===== src/rtl/instruction_fetch.sv =====
// Instruction fetch stage: PC register, next-PC select and the IF/ID pipeline register.
// Optional FETCH_ALIGN_CHECK_EN adds a sticky flag for misaligned jr targets.
module instruction_fetch #(
  parameter logic [31:0] RESET_PC = 32'h0000_0000
) (
  input  logic        clk,
  input  logic        reset,
  output logic [31:0] imem_addr,
  input  logic [31:0] imem_data,
  input  logic        stall,
  input  logic        branch_taken,
  input  logic [15:0] branch_offset,
  input  logic        jump,
  input  logic [25:0] jump_index,
  input  logic        jr,
  input  logic [31:0] jr_target,
  output logic        if_id_valid,
  output logic [31:0] if_id_instr,
  output logic [31:0] if_id_pc4,
  output logic        fetch_misalign
);

  logic [31:0] pc;
  logic [31:0] pc_plus4;
  logic [31:0] branch_target;
  logic [31:0] jump_target;
  logic [31:0] jr_aligned;
  logic [31:0] redirect_target;
  logic        redirect;

  assign imem_addr = pc;
  assign pc_plus4  = pc + 32'd4;

  // Targets are relative to the instruction sitting in IF/ID, not the one being fetched.
  assign branch_target = if_id_pc4 + {{14{branch_offset[15]}}, branch_offset, 2'b00};
  assign jump_target   = {if_id_pc4[31:28], jump_index, 2'b00};
  assign jr_aligned    = {jr_target[31:2], 2'b00};

  always_comb begin
    redirect_target = branch_target;
    if (jr) begin
      redirect_target = jr_aligned;
    end else if (jump) begin
      redirect_target = jump_target;
    end
  end

  // A bubble in IF/ID cannot own a redirect, so requests are only honoured behind a valid instruction.
  assign redirect = if_id_valid && !stall && (jr || jump || branch_taken);

  always_ff @(posedge clk) begin
    if (!reset) begin
      pc          <= RESET_PC;
      if_id_valid <= 1'b0;
      if_id_instr <= 32'h0000_0000;
      if_id_pc4   <= 32'h0000_0000;
    end else if (!stall) begin
      if (redirect) begin
        pc          <= redirect_target;
        if_id_valid <= 1'b0;
        if_id_instr <= 32'h0000_0000;
        if_id_pc4   <= pc_plus4;
      end else begin
        pc          <= pc_plus4;
        if_id_valid <= 1'b1;
        if_id_instr <= imem_data;
        if_id_pc4   <= pc_plus4;
      end
    end
  end

`ifdef FETCH_ALIGN_CHECK_EN
  always_ff @(posedge clk) begin
    if (!reset) begin
      fetch_misalign <= 1'b0;
    end else if (redirect && jr && (jr_target[1:0] != 2'b00)) begin
      fetch_misalign <= 1'b1;
    end
  end
`else
  logic unused_jr_low;
  assign unused_jr_low  = ^jr_target[1:0];
  assign fetch_misalign = 1'b0;
`endif

endmodule


===== config.mk =====
export PLATFORM = sky130hd
export DESIGN_NAME = instruction_fetch
export DESIGN_NICKNAME = d
export VERILOG_FILES = /design/src/rtl/instruction_fetch.sv
export SDC_FILE = /design/constraint.sdc
export NUM_CORES = 1
export LEC_CHECK = 0
export CORE_MARGIN = 2
export CORE_UTILIZATION = 35
export DETAILED_ROUTE_END_ITERATION = 10
export RECOVER_POWER = 25
export SKIP_CTS_REPAIR_TIMING = 1
export SLEW_MARGIN = 20
export SYNTH_ARGS = -nofsm -noshare
export SYNTH_HDL_FRONTEND = slang
export SYNTH_SLANG_ARGS = --single-unit

===== constraint.sdc =====
create_clock -name clk -period 4.1 [get_ports clk]
set_input_delay 1.23 -clock clk [delete_from_list [all_inputs] [get_ports clk]]
set_output_delay 1.23 -clock clk [all_outputs]
set_load 0.05 [all_outputs]

**Yosys cells after proc, flatten, opt, wreduce, memory -nomap -nowiden**

Cells that the tools add are included.
W data, S select, Z words.

- Register bits: 97
- Input port bits: 112
- Output and inout port bits: 98

- $add $sub $neg: 2
- Muxes and demuxes: 5
- Reduce and logical (&&, ||, !) cells: 5

Operators with widths:

| kind | count |
|---|---|
| $mux W32 | 4 |
| $add A32 B3 Y32 const B | 1 |
| $add A32 B32 Y32 | 1 |
| $logic_and A1 B1 Y1 | 2 |
| $logic_or A1 B1 Y1 | 2 |
| $logic_not A1 Y1 | 1 |
| $mux W1 | 1 |

**Longest topological paths before layout**

- Depth in word-level cells: 4
- Mapped depth: 10
- Gate-level depth less buffers: 10

**Worst setup path after synthesis**

OpenSTA, ideal clock, no wires.

- Path type: input-to-reg
- From: input branch_offset[0]
- To: register pc[18] (netlist: imem_addr[18])
- Setup time: 0.086 ns
- Arrival time: 3.191 ns
- Required time: 4.014 ns
- Slack: 0.823 ns
- Cell stages on the path: 10
- Path buffers: 0
- Cells stage by stage: ha_1 -> fa_1 -> a21o_1 -> and4_1 -> o21ai_0 -> nand2_1 -> a41o_1 -> a21oi_1 -> xor2_1 -> a211oi_1

- Cells in the longest elaborated chain, start to end: 4

Ends and longest elaborated chain:

| element | RTL line | source |
|---|---|---|
| from (decl) | 12 | `input logic [15:0] branch_offset,` |
| $add A32 B32 Y32 | 35 | `assign branch_target = if_id_pc4 + {{14{branch_offset[15]}}, branch_offset, 2'b00};` |
| $mux W32 | 43 | `end else if (jump) begin` |
| $mux W32 | 41 | `if (jr) begin` |
| $mux W32 | 58 | `if (redirect) begin` |
| to (signal assigned) | 59 | `pc <= redirect_target;` |
| to (signal assigned) | 64 | `pc <= pc_plus4;` |
| to (decl) | 23 | `logic [31:0] pc;` |

Every way passes these cells.
A chain may end at the register's enable or synchronous reset.

**Final worst setup path**

- From: input stall
- To: register pc[20] (netlist: imem_addr[20])

- Cells in the longest elaborated chain, start to end: 4

Ends and longest elaborated chain:

| element | RTL line | source |
|---|---|---|
| from (decl) | 10 | `input logic stall,` |
| $logic_not A1 Y1 | - |  |
| $logic_and A1 B1 Y1 (2 in series) | 49 | `assign redirect = if_id_valid && !stall && (jr \|\| jump \|\| branch_taken);` |
| $mux W32 | 58 |  |

Several ways; a longest one is shown, not always the timed one.

==> impl_metrics.env <==
export IMPL_synth_top_cell_by_area="dfxtp_1"
export IMPL_clk_pin_slew_worst_paths_ps=80
export IMPL_ys_async_sr_fraction=0
export IMPL_timing_final_crit_share=0.921
export IMPL_clock_latency_ps=360
export IMPL_grt_overflow=0
export IMPL_whs_path_depth=2
export IMPL_wl_per_cell_um=19.0
export IMPL_drive_above_1_share=0.0678
export IMPL_synthMuxAreaShare=0.0167
export IMPL_fp_row_count=50
export IMPL_vias_per_cell=5.51
export IMPL_worst_path_max_delay_cell="clkbuf_2"
export IMPL_first_pass_iters=4
export IMPL_ant_nets=0
export IMPL_hp_class="flip-flop to flip-flop"
export IMPL_critical_path_arrival_ps=4040
export IMPL_p_total_mw=2.80
export IMPL_yosysSeqAreaShare=0.294
export IMPL_irDropWorstVdd_mv=0.215
export IMPL_die_area_um2=20000
export IMPL_syn_area_um2=6610
export IMPL_ys_ff_latch=97
export IMPL_fin_skew_ps=9.81
export IMPL_layout_nets=1215
export IMPL_synth_avg_cell_area_um2=7.56
export IMPL_r2r_setup_slack_ps=1320
export IMPL_critical_path_buf_inv_count=2
export IMPL_endpoint="imem_addr[20]"
export IMPL_die_h_um=141
export IMPL_rsz0062_at_grt="no"
export IMPL_reg2regPathDepth=10
export IMPL_crit_path_max_fanout=71
export IMPL_yosysWarnings=0
export IMPL_totalNegativeSetupSlack_ps=0
export IMPL_timing_rr_end="imem_addr[18]"
export IMPL_drc=0
export IMPL_cts_made_buffers=9
export IMPL_diodes=0
export IMPL_synth_top_flop_cell="dfxtp_1"
export IMPL_design_portCount=210
export IMPL_synth_area_top_cells="dfxtp_1, a21oi_1, nor2_1"
export IMPL_core_area_um2=18600
export IMPL_grt_max_degree=72
export IMPL_synthSimpleGateAreaFrac=0.246
export IMPL_tightestPinTransition_ps=1610
export IMPL_synth_adder_area_share=0.0598
export IMPL_critPathKind="input pin to flip-flop"
export IMPL_synth_compound_area_frac=0.272
export IMPL_critPathRequiredTime_ps=4360
export IMPL_cp_top_family="buffers and inverters"
export IMPL_finalSetupViolCount=0
export IMPL_crit_start="stall"
export IMPL_synth_common_cells="nor2_1, a21oi_1, dfxtp_1, nand2_1, o21ai_0"
export IMPL_initial_core_util=0.355
export IMPL_synth_top_family_by_area="compound AO/OA/AOI/OAI gates"
export IMPL_crit_chain="clkbuf_1 > clkbuf_2 > or3_1 > o211ai_1 > a31o_1 > a221oi_1"
export IMPL_antenna_found_initial=0
export IMPL_power_density_nw_per_um2=301
export IMPL_fmaxAchievable_ghz=0.265
export IMPL_area_delta_synth_final_pct=40.9
export IMPL_root_buffer="clkbuf_16"
export IMPL_status="finished, violations left"
export IMPL_timing_final_crit_period_ps=3780
export IMPL_io_buffer_count=206
export IMPL_cts_htree_levels=3
export IMPL_synth_xor_area_share=0.0676
export IMPL_grt_pass1_wl_mm=38.1
export IMPL_maxCapViolations=1
export IMPL_max_slew_margin=-0.0724
export IMPL_violations="capacitance limit, slew limit"
export IMPL_cts_sinks=97
export IMPL_grt_usage=0.244
export IMPL_synth_most_common_cell="nor2_1"
export IMPL_die_x_um=141
export IMPL_netlist_instances=874
export IMPL_cp_end_kind="flip-flop"
export IMPL_grt_pass1_vias=6815
export IMPL_synth_distinct_cells=81
export IMPL_drv_slew=72
export IMPL_gp_congestion=0.929
export IMPL_cts_tree="done"
export IMPL_yosys_area_top_type_share=0.294
export IMPL_p_leak_nw=3.69
export IMPL_rr_startpoint="if_id_pc4[2]"
export IMPL_synthesis_nets=1017
export IMPL_slowest_delay_ps=1320
export IMPL_crit_cells=6
export IMPL_hold_viol=0
export IMPL_synth_edf_count=0
export IMPL_cts_max_path_buffers=2
export IMPL_crit_path_start_kind="input pin"
export IMPL_drtIter0Drc=442
export IMPL_place_hpwl_mm=18.4
export IMPL_vias=7213
export IMPL_wirelength_mm=24.9
[cell usage in the layout, fill, tap and decap left out, types with 9 or more instances in the layout]
cell,synthesis,final
mux2i_1,11,11
xnor2_1,31,31
ha_1,30,30
dlygate4sd3_1,0,14
inv_1,8,10
nand4_1,9,9
nor3_1,18,18
nor2_1,117,117
nand3_1,24,24
buf_4,3,33
a21oi_1,116,116
clkdlybuf4s50_1,0,191
xor2_1,20,20
clkbuf_16,0,9
o211ai_1,12,12
nand2_1,66,66
o21ai_0,49,49
and2_1,12,12
and3_1,41,41
dfxtp_1,97,97
a21o_1,10,10
a211oi_1,24,24
[per-layer routing]
metal / vias up / GRT usage / routed length, um
met5: - / 0 / 0
met4: 0 / 0.0495 / 328
met3: 23 / 0.0719 / 2110
met2: 281 / 0.391 / 11200
met1: 3339 / 0.327 / 11200
li1: 3570 / - / -
[final cells by class]
| cell class | instances | area [um^2] |
|---|---|---|
| Inverter | 12 | 45.0 |
| Timing Repair Buffer | 244 | 2340 |
| Sequential cell | 97 | 1940 |
| Tap cell | 234 | 293 |
| Fill cell | 1903 | 9330 |
| Clock buffer | 10 | 239 |
| Multi-Input combinational cell | 708 | 4390 |
| Clock inverter | 5 | 63.8 |
[cell families after synthesis]
logic type                 count (synthesis)
and+or+nand+nor                          329
AOI/OAI and AO/OA                        285
DFF                                       97
buffers and inverters                     69
xor gates and xnor gates                  51
adders and majority gates                 31
muxes                                     11
other                                      1
[report_power, final]
part           leakage (nW)  switching [mW]  internal, mW
Combinational          2.75           0.501         0.351
Sequential            0.794          0.0559         0.990
Clock                 0.146           0.411         0.493
[worst register-to-register path, delay by kind of cell, from the launching register on]
kind                     cells  cell delay [ps]
AO/OA/AOI/OAI                5             1030
XOR/XNOR                     1              270
adder cells (fa/ha/maj)      2              620
flip-flops                   1              340
AND/OR/NAND/NOR              2              390
[flip-flops by register name, summed over array words and instances, names as in the netlist]
signal and count:
if_id_pc4 32, if_id_instr 32, if_id_valid 1, imem_addr 32
[worst min-delay path by stage]
stage | startpoint | to
floorplan | imem_addr[0] | imem_addr[0]
global placement | imem_addr[0] | imem_addr[0]
detailed placement | imem_addr[0] | imem_addr[0]
CTS | imem_addr[0] | imem_addr[0]
global route | imem_addr[0] | imem_addr[0]
finish | imem_addr[0] | imem_addr[0]
[metrics by stage]
stage	utilization	hold WS (ps)	std cells	instance area [um^2]	setup WS [ps]
2_1_floorplan	-	445	874	6610	823
3_3_place_gp	0.484	459	1295	9020	33.9
3_5_place_dp	0.484	463	1295	9020	7.00
4_1_cts	0.500	476	1310	9330	365
5_1_grt	0.500	497	1310	9310	146
6_report	0.500	473	1310	9310	325
Note: power is estimated with default switching activity, not from simulation.
